--- config.mk ---
export PLATFORM = sky130hd
export DESIGN_NAME = alu_writeback
export DESIGN_NICKNAME = d
export VERILOG_FILES = /design/src/rtl/cpu_pkg.sv /design/src/rtl/wb_opcode_class.sv /design/src/rtl/alu_writeback.sv
export SDC_FILE = /design/constraint.sdc
export NUM_CORES = 1
export LEC_CHECK = 0
export CAP_MARGIN = 20
export CELL_PAD_IN_SITES_DETAIL_PLACEMENT = 0
export CELL_PAD_IN_SITES_GLOBAL_PLACEMENT = 1
export CORE_MARGIN = 3
export CORE_UTILIZATION = 33
export DETAILED_ROUTE_END_ITERATION = 10
export PLACE_DENSITY_LB_ADDON = 0.2
export SYNTH_ARGS = -nofsm -noshare
export SYNTH_HDL_FRONTEND = slang
export SYNTH_HIERARCHICAL = 1
export SYNTH_SLANG_ARGS = --single-unit
--- constraint.sdc ---
create_clock -name clk -period 2.85 [get_ports clk]
set_clock_uncertainty 0.15 [all_clocks]
set_input_delay 0.57 -clock clk [delete_from_list [all_inputs] [get_ports clk]]
set_output_delay 0.57 -clock clk [all_outputs]
set_load 0.03 [all_outputs]
--- src/rtl/cpu_pkg.sv ---
// Shared CPU definitions: opcode encodings, status bit positions, writeback state and
// the opcode-class bundle produced by the writeback decoder.
package cpu_pkg;

    localparam logic [5:0] OpAdd = 6'b010001;
    localparam logic [5:0] OpGha = 6'b010101;
    localparam logic [5:0] OpGhs = 6'b010110;
    localparam logic [5:0] OpMul = 6'b100001;
    localparam logic [5:0] OpRtn = 6'b100110;
    localparam logic [5:0] OpStp = 6'b100111;
    localparam logic [5:0] OpSez = 6'b101001;
    localparam logic [5:0] OpSec = 6'b101101;
    localparam logic [5:0] OpCli = 6'b110110;

    localparam int unsigned StatusZ = 0;
    localparam int unsigned StatusN = 1;
    localparam int unsigned StatusC = 2;
    localparam int unsigned StatusT = 3;
    localparam int unsigned StatusV = 4;
    localparam int unsigned StatusS = 5;
    localparam int unsigned StatusI = 6;

    typedef enum logic [1:0] {
        StRun,
        StMulHi,
        StHalt
    } wb_state_e;

    typedef struct packed {
        logic wr1;
        logic mul;
        logic flag;
        logic stk;
        logic halt;
    } op_class_t;

endpackage

--- src/rtl/wb_opcode_class.sv ---
// Combinational opcode classifier; one opcode may belong to several classes.
module wb_opcode_class
    import cpu_pkg::*;
(
    input  logic [5:0] encoded_opcode,
    output op_class_t  op_class
);

    always_comb begin
        op_class      = '0;
        op_class.wr1  = encoded_opcode inside {[6'd6:6'd9], 6'd13, 6'd14, [6'd17:6'd20],
                                               [6'd29:6'd31]};
        op_class.mul  = (encoded_opcode == OpMul);
        // GHA/GHS sit in the flag range but are deliberately absent from wr1.
        op_class.flag = encoded_opcode inside {[6'd6:6'd9], [6'd17:OpGhs], [6'd29:6'd31],
                                               [OpSez:OpCli]};
        op_class.stk  = (encoded_opcode == OpRtn);
        op_class.halt = (encoded_opcode == OpStp);
    end

endmodule

--- src/rtl/alu_writeback.sv ---
// ALU result-commit stage: register-file write strobes, status and stack registers,
// two-cycle MUL writeback and terminal halt.
module alu_writeback
    import cpu_pkg::*;
#(
    parameter logic [7:0]  STATUS_RESET = 8'h00,
    parameter logic [11:0] STACK_RESET  = 12'hFFF
) (
    input  logic        clk,
    input  logic        reset,
    input  logic        valid_in,
    output logic        ready_out,
    input  logic [5:0]  encoded_opcode,
    input  logic [2:0]  reg_write_addr,
    input  logic [15:0] aluout1,
    input  logic [15:0] aluout2,
    input  logic [7:0]  statusregout,
    input  logic [11:0] decremented_stack_reg,
    output logic        rf_we,
    output logic [2:0]  rf_waddr,
    output logic [15:0] rf_wdata,
    output logic [7:0]  status_reg,
    output logic [11:0] stack_reg,
    output logic        halted
);

    wb_state_e   state_q;
    op_class_t   cls;
    logic [2:0]  hi_addr_q;
    logic [15:0] hi_data_q;
    logic        xfer;

    wb_opcode_class u_class (
        .encoded_opcode (encoded_opcode),
        .op_class       (cls)
    );

    // Handshake depends on state only, so there is no path from valid_in to ready_out.
    assign ready_out = (state_q == StRun);
    assign halted    = (state_q == StHalt);
    assign xfer      = valid_in && ready_out;

    always_ff @(posedge clk) begin
        if (reset) begin
            state_q    <= StRun;
            rf_we      <= 1'b0;
            rf_waddr   <= '0;
            rf_wdata   <= '0;
            status_reg <= STATUS_RESET;
            stack_reg  <= STACK_RESET;
            hi_addr_q  <= '0;
            hi_data_q  <= '0;
        end else begin
            rf_we <= 1'b0;
            unique case (state_q)
                StRun: begin
                    if (xfer) begin
                        if (cls.flag) status_reg <= statusregout;
                        if (cls.stk)  stack_reg  <= decremented_stack_reg;
                        if (cls.wr1 || cls.mul) begin
                            rf_we    <= 1'b1;
                            rf_waddr <= reg_write_addr;
                            rf_wdata <= aluout1;
                        end
                        if (cls.mul) begin
                            hi_addr_q <= reg_write_addr + 3'd1;
                            hi_data_q <= aluout2;
                            state_q   <= StMulHi;
                        end
                        if (cls.halt) state_q <= StHalt;
                    end
                end
                StMulHi: begin
                    rf_we    <= 1'b1;
                    rf_waddr <= hi_addr_q;
                    rf_wdata <= hi_data_q;
                    state_q  <= StRun;
                end
                StHalt: begin
                    state_q <= StHalt;
                end
                default: state_q <= StRun;
            endcase
        end
    end

endmodule

# Word-level counts from Yosys, hierarchy flattened
# Index checks and enable logic that the tools add are counted.
# totals
output_inout_bits,42
elab_cells,57
input_bits,64
register_bits,61
# op_classes
eq_ne,10
magnitude_cmp,9
n_addsub,1
n_reduce_logical,16
n_mux,13
# op_table
operator,n
$mux W16,2
$pmux W16 S2,1
$eq A6 B6 Y1 const B,3
$le A6 B5 Y1 const B,3
$eq A6 B4 Y1 const B,2
$ge A6 B5 Y1 const B,2
$reduce_and A3 Y1,4
$ge A6 B3 Y1 const B,1
$ge A6 B6 Y1 const B,1
$le A6 B4 Y1 const B,1
$le A6 B6 Y1 const B,1
$logic_and A1 B1 Y1,6
$mux W2,3
$mux W3,2
$pmux W3 S2,1
$reduce_bool A5 Y1,1
$ne A2 B1 Y1 const B,2
$pmux W2 S2,1
$reduce_bool A4 Y1,1
$add A3 B1 Y3 const B,1
$ne A3 B1 Y1 const B,1
$eq A2 B1 Y1 const B,1
$eq A2 B2 Y1 const B,1
$logic_not A2 Y1,1
other kinds (5),6

# Logic depth before layout (Yosys ltp)
# Gate-level depths: netlist of run 1.
# logic_depth
word_depth,7
mapped_depth,9
mapped_depth_nobuf,6

# By module
# Netlist of run 1, hierarchy kept.
# modules_own_cells
mod,area_each_um2,instances,cells_per_inst
alu_writeback,2773.9,1,286
wb_opcode_class,247.7,1,34

# Worst setup path after synthesis of run 1
# No wires, ideal clock.
# synth_timing
path_kind,input to register
start,in encoded_opcode[1]
end,reg rf_waddr[0]
path_buffers,2
t_required_ns,2.581
setup_ns,0.119
arrival_ns,2.079
path_stages,8
slack_ns,0.503
path_cell_list,buf_2 or2_2 o221ai_1 a2111oi_1 or2_4 a21o_1 buf_6 o221a_1
# synth_rtl
item,line,rtl
"start, declared",alu_writeback.sv:13,"input logic [5:0] encoded_opcode,"
"end signal, assigned",alu_writeback.sv:62,rf_waddr <= reg_write_addr;
"end signal, assigned",alu_writeback.sv:75,rf_waddr <= hi_addr_q;
"end, declared",alu_writeback.sv:20,"output logic [2:0] rf_waddr,"

==> summary.md, run 1 <==
| Metric | Value |
|---|---|
| Status | complete, no violations |
| Commonest non-fill, non-tap cell in the layout | clkdlybuf4s50_1 |
| Final Cycle Share | 94.4% |
| Crit-path leading delay family | compound AO/OA/AOI/OAI gates |
| Post-route ant nets | 0 |
| Fmax | 372 MHz |
| Pwr/cell area | 484 mW/mm^2 |
| Critical Path AT | 2760 ps |
| CP Cell Sequence | clkdlybuf4s50_1, and2b_1, o221ai_1, a2111oi_1, or2_4, nand3_4, o221a_1 |
| CP max stage delay | 640 ps |
| Critical path class | primary input to flip-flop |
| Total gr overflow | 0 |
| DR WL/cell | 14.4 um |
| Antenna cells | 0 |
| CTS tree | built |
| Worst-path clk slew | 60 ps |
| CTS Buf Count | 9 |
| CP endpoint kind | flip-flop |
| Highest metal used | met4 |
| Area delta synth->final | 46.2% |
| Leak | 0.00156 uW |
| Max VDD drop | 0.336 mV |
| FILL cells | 830 |
| Yosys warns | 6 |
| Area contributors post-synth | dfxtp_1 40%, o221a_1 7.1%, a221oi_2 6.0%, nor2_1 5.1%, nand2_1 4.3% |
| Via count | 2660 |
| Routed wl met3 | 692 um |
| Die width | 102 um |
| First-pass GRT wire length | 12400 um |
| Clock Latency Late Sink | 330 ps |
| RSZ-0062 raised after global routing | no |
| Worst Max-Slew Pin Slew | 649 ps |
| Wl on met1 | 3520 um |
| Final setup viols | 0 |
| GRT Overall Usage | 15.2% |
| Post-synth EDFFs | 0 |
| Maxcap violations | 0 |
| Worst hold-check path type | flip-flop to flip-flop |
| # DRC | 0 |
| Via density | 4.92 |
| Top cell type's share of synthesized area | 40.4% |
| #FFs+latches synth | 61 |
| CP bufs+invs | 1 |
| Hold_buf cts | 0 |
| Setup bufs post-CTS | 0 |
| Met2 WL | 3560 um |
| Final Non-Filler Cells | 541 |
| Pins Over Slew Limit | 0 |
| I/O pin count | 106 |
| Placed cell area | 0.00419 mm^2 |
| Tmin final | 2690 ps |
| Avg Cell Area, Syn | 9.44 um^2 |
| Initial Utilization | 34.3% |
| CP max stage cell | clkdlybuf4s50_1 |
| Seq/Total Area, Yosys | 40.4% |
| Mapped Nets | 385 |
| Initial DRC count | 68 |
| Routability cong. | 0.715 |
| Number of I/O port buffers | 105 |
| Vias in the first global route | 2558 |
| Final WL | 7810 um |
| Maximum clock path buffer count | 2 |
| Post-route design area | 0.00442 mm^2 |
| Most frequent cells in the layout | 104 x clkdlybuf4s50_1, 60 x dfxtp_1, 41 x nor2_1 |
| H-Tree Depth | 3 |
| Yosys cell types | 44 |
| CP startpoint kind | primary input |
| Post-synth top area cell | dfxtp_1 |
| Crit Path Max Fanout | 19 |
| Hpwl dp | 5340 um |
| Die Area | 0.0103 mm^2 |
| Largest net degree at the start of global routing | 40 |
| Placeable Area | 0.00881 mm^2 |
| Clock sinks | 61 |
| Dpl cells | 525 |
| Post-CTS Resized | 0 |
| Layout cells sized above 1 | 18.0% |
| Total iterations of the first detailed-routing run | 4 |
| Cell count after synthesis | 320 |
| Ys flop type | dfxtp_1 |
| Number of cell rows | 34 |
| Final Hold Fails | 0 |
| CP required | 2920 ps |
| Initial antenna violation count | 0 |
| Worst slew margin | 56.7% |
| Cell area after synthesis | 0.00302 mm^2 |
| Clock Tree Root | clkbuf_8 |
| Async set-reset flop share out of synthesis | 0% |
| NumNets Final | 493 |
| Die Y | 102 um |
## final cells by class
cell class	instances	area, um^2	area share [%]
multi-input cells	208	1480	33.5
repair buffers	128	1280	29.0
well taps	108	135	3.06
inverters	20	75.1	1.70
clock inverters	5	82.6	1.87
clock buffers	11	141	3.20
flip-flops and latches	61	1220	27.7
## path summary, 6_finish.rpt
kind	start	to	slack, ps	cells after the start
hold / removal	hi_data_q[9]$_SDFFE_PP0P_	hi_data_q[9]$_SDFFE_PP0P_	300	2
setup / recovery	encoded_opcode[2]	rf_wdata[12]$_SDFFE_PP0P_	160	7
setup reg to reg	state_q[1]$_SDFFE_PP0P_	rf_wdata[13]$_SDFFE_PP0P_	1210	4
hold reg to reg	hi_data_q[9]$_SDFFE_PP0P_	hi_data_q[9]$_SDFFE_PP0P_	300	2
## stage by stage
stage          hold WS, ps  util, %  worst slack (ps)  power [uW]  setup TNS (ps)
2_1_floorplan          286        -               503        1100               0
3_3_place_gp           293     47.6             -86.1        1280           -1740
3_5_place_dp           297     47.6              -212        1280           -4040
4_1_cts                306     50.2               157        2160               0
5_1_grt                324     50.2              10.6        2230               0
6_report               304     50.2               159        2140               0
## metal layers
layer  GRT usage, %  up-vias
li1               -     1349
met1           18.9     1222
met2           23.8       85
met3           7.23        4
met4           3.99        0
met5              0        -
## cell families (layout without fill, tap and decap cells)
group                    after synthesis  after routing  synth area share (%)
AND/OR/NAND/NOR                      118            118                  21.0
AO/OA/AOI/OAI                         79             79                  24.3
flip-flops                            61             61                  40.4
buffers and inverters                 51            164                  10.6
multiplexers                           8              8                  2.65
XOR/XNOR                               2              2                 0.580
adder cells (fa/ha/maj)                1              1                 0.414
## tightest hold or removal path, stage by stage (launching register included)
cell     delay, ps
dfxtp_1        310
nand2_1         50
a21oi_1         50
## report_power, final
part           internal (uW)  switching [uW]
clock network            520             353
registers                880            19.5
logic                    196             167
total                   1600             540
## synth_stat cells, types with 2 or more instances
cell type and number:
dfxtp_1 61, nor2_1 41, nand2_1 35, a21oi_1 23, inv_1 20, o221a_1 19
a221oi_2 12, buf_6 11, a21oi_2 9, a221oi_1 9, buf_2 8, mux2i_1 8
nor3_2 8, buf_4 7, nor3_1 7, clkbuf_1 4, and4bb_1 3, nand2b_1 3
nand3b_1 3, nor2b_1 3, a211oi_2 2, nor4_1 2
No activity file was read; power rests on OpenSTA's default activity.
==> run 2: changes to the inputs <==
--- a/config.mk
+++ b/config.mk
@@ -12,6 +12,7 @@
 export CORE_UTILIZATION = 33
 export DETAILED_ROUTE_END_ITERATION = 10
 export PLACE_DENSITY_LB_ADDON = 0.2
+export SLEW_MARGIN = 20
 export SYNTH_ARGS = -nofsm -noshare
 export SYNTH_HDL_FRONTEND = slang
 export SYNTH_HIERARCHICAL = 1
==> results of run 2 <==
The final DEF is identical to that of run 1; final timing and power are the same.
==> run 3: changes to the inputs <==
--- a/config.mk
+++ b/config.mk
@@ -5,11 +5,12 @@
 export SDC_FILE = /design/constraint.sdc
 export NUM_CORES = 1
 export LEC_CHECK = 0
+export ABC_AREA = 1
 export CAP_MARGIN = 20
 export CELL_PAD_IN_SITES_DETAIL_PLACEMENT = 0
 export CELL_PAD_IN_SITES_GLOBAL_PLACEMENT = 1
 export CORE_MARGIN = 3
-export CORE_UTILIZATION = 33
+export CORE_UTILIZATION = 30
 export DETAILED_ROUTE_END_ITERATION = 10
 export PLACE_DENSITY_LB_ADDON = 0.2
 export SLEW_MARGIN = 20
==> run 3 against run 2 <==
Compared with the run above:
- cell count up 26%
- synthesized cell count up 39%
- sequential power barely moved
- critical path depth decreased by 5
- global-route usage down 0.18 points
- total power is 5.6% lower
- critical endpoint is now ready_out
==> summary.md, run 3 <==
| Metric | Value |
|---|---|
| Status | complete, no violations |
| Routed wl met3 | 541 um |
| GRT Overall Usage | 15.1% |
| Worst R2R Start | state_q[0]$_SDFFE_PP0P_ |
| Post-synth EDFFs | 0 |
| CP required | 2130 ps |
| Mapped Nets | 510 |
| Commonest cells post-synth | 148 x nand2_1, 68 x nand3_1, 61 x dfxtp_1 |
| Maxcap violations | 0 |
| Number of I/O port buffers | 105 |
| Final Non-Filler Cells | 682 |
| Die Y | 104 um |
| Setup bufs post-CTS | 0 |
| Total gr overflow | 0 |
| I/O pin count | 106 |
| CP endpoint kind | output port |
| Commonest non-fill, non-tap cell in the layout | nand2_1 |
| Ys flop type | dfxtp_1 |
| Critical Path AT | 1700 ps |
| NumNets Final | 613 |
| Reg2reg setup slack | 1290 ps |
| Hold_buf cts | 0 |
| Area delta synth->final | 48.2% |
| Vias in the first global route | 2655 |
| Via density | 4.35 |
| Maximum clock path buffer count | 2 |
| Placeable Area | 0.00924 mm^2 |
| DR WL/cell | 12.0 um |
| Worst Max-Slew Pin Slew | 425 ps |
| Clock Latency Late Sink | 320 ps |
| Fmax | 412 MHz |
| Post-synth top area cell | dfxtp_1 |
| Via count | 2969 |
| # DRC | 0 |
| Final WL | 8160 um |
| Hold Path Depth | 2 |
| Pins Over Slew Limit | 0 |
| #FFs+latches synth | 61 |
| Async set-reset flop share out of synthesis | 0% |
| Dpl cells | 666 |
| Worst hold-check path type | flip-flop to flip-flop |
| Hpwl dp | 5890 um |
| Antenna cells | 0 |
| Final setup viols | 0 |
| CP bufs+invs | 1 |
| Most frequent cells in the layout | 148 x nand2_1, 105 x clkdlybuf4s50_1, 68 x nand3_1 |
| CP max stage cell | clkdlybuf4s50_1 |
| Top cell type's share of synthesized area | 42.6% |
| Tmin final | 2420 ps |
| Min-Delay Endpoint | hi_addr_q[1]$_SDFFE_PP0P_ |
| CP max stage delay | 740 ps |
| CTS tree | built |
| Total iterations of the first detailed-routing run | 4 |
| Worst slew margin | 71.6% |
| Largest net degree at the start of global routing | 39 |
| Leak | 0.00187 uW |
| CP Cell Sequence | nor2_1, clkdlybuf4s50_1 |
| Clock Tree Root | clkbuf_8 |
| FF-to-FF path depth | 7 |
| Cell area after synthesis | 0.00286 mm^2 |
| Highest metal used | met4 |
| Die Area | 0.0108 mm^2 |
| HP Start | hi_addr_q[1]$_SDFFE_PP0P_ |
| Yosys warns | 6 |
| Final Cycle Share | 85.1% |
| Final Hold Fails | 0 |
| H-Tree Depth | 3 |
| Crit-path leading delay family | buffers and inverters |
| Layout cells sized above 1 | 5.97% |
| Initial antenna violation count | 0 |
| Met2 WL | 3610 um |
| Layout Utilization | 45.9% |
| Crit Path Max Fanout | 6 |
| Die width | 104 um |
| Clock sinks | 61 |
| RSZ-0062 raised after global routing | no |
| First-pass GRT wire length | 13300 um |
| Most numerous cell in the Yosys netlist | nand2_1 |
| Final worst slack | 426 ps |
| Post-CTS Resized | 0 |
| Worst-path clk slew | 60 ps |
| Post-route ant nets | 0 |
| CTS Buf Count | 9 |
| Cell count after synthesis | 445 |
| Post-Route Setup TNS | 0 ps |
| WHS | 313 ps |
| Initial DRC count | 97 |
| Critical path class | flip-flop to output port |
| Dpl ws | 203 ps |
| Routability cong. | 0.898 |
| Area contributors post-synth | dfxtp_1 43%, nand2_1 19%, nand3_1 12%, nor2_1 7.6%, inv_1 5.2% |
| Number of cell rows | 35 |
| Max VDD drop | 0.244 mV |
| R2r endpoint | rf_wdata[13]$_SDFFE_PP0P_ |
| Seq/Total Area, Yosys | 42.6% |
| Wl on met1 | 3990 um |
| CP startpoint kind | flip-flop |
| Initial Utilization | 31.0% |
| Avg Cell Area, Syn | 6.44 um^2 |
| Pwr/cell area | 475 mW/mm^2 |
| Yosys cell types | 22 |
-- run 3: changes by cell type in the layout (fill, tap and decap cells not counted), sizes merged, moves of 4 or more --
cell and change:
mux2i -8, nand3 +68, nand2 +114, nor2 +17
inv +22, buf -13, o21ai +4, nor3 -13
o221a -19, a221oi -21
-- run 3: logic make-up (layout without fill, tap and decap cells) --
group / count (synthesis) / after routing / synth area share, %
flops: 61 / 61 / 42.6
compound gates: 34 / 34 / 6.03
simple gates: 282 / 282 / 41.1
fa+ha+maj: 1 / 1 / 0.437
buf+inv: 67 / 175 / 9.83
-- run 3: final cells by class --
class	instances	area [um^2]
fill	974	5000
inverter	43	161
clock inverter	4	47.5
multi-input combinational	317	1360
sequential	61	1220
tap	129	161
timing repair buffer	116	1150
clock buffer	12	145
-- run 3: how the worst max path moves through the flow --
stage                            start                          to  slack (ps)  cells after the start
2_1_floorplan        encoded_opcode[3]   rf_wdata[10]$_SDFFE_PP0P_         910                     13
4_1_cts        state_q[0]$_SDFFE_PP0P_                   ready_out         400                      2
5_1_grt              encoded_opcode[3]  status_reg[3]$_SDFFE_PP0P_         320                     10
3_3_place_gp         encoded_opcode[3]   rf_wdata[13]$_SDFFE_PP0P_         220                     13
3_5_place_dp         encoded_opcode[3]  status_reg[2]$_SDFFE_PP0P_         200                     10
6_report       state_q[0]$_SDFFE_PP0P_                   ready_out         430                      2
-- run 3: worst min-delay path, stage by stage (launching register included) --
cell     delay, ps
dfxtp_1        310
nand2_1         60
a21oi_1         50
-- run 3: stage by stage --
step	instance area [um^2]	total power, uW
5_1_grt	4240	2130
2_1_floorplan	2860	1100
4_1_cts	4240	2050
3_3_place_gp	4050	1290
6_report	4240	2020
3_5_place_dp	4050	1290
-- run 3: layer usage --
metal | track usage, % | vias to the layer above
li1 | - | 1593
met4 | 4.84 | 0
met5 | 0 | -
met1 | 21.9 | 1295
met3 | 4.36 | 2
met2 | 21.3 | 79
-- run 3: power by group --
part,internal (uW),switching (uW)
Clock,425,325
Sequential,883,15.9
Combinational,177,190
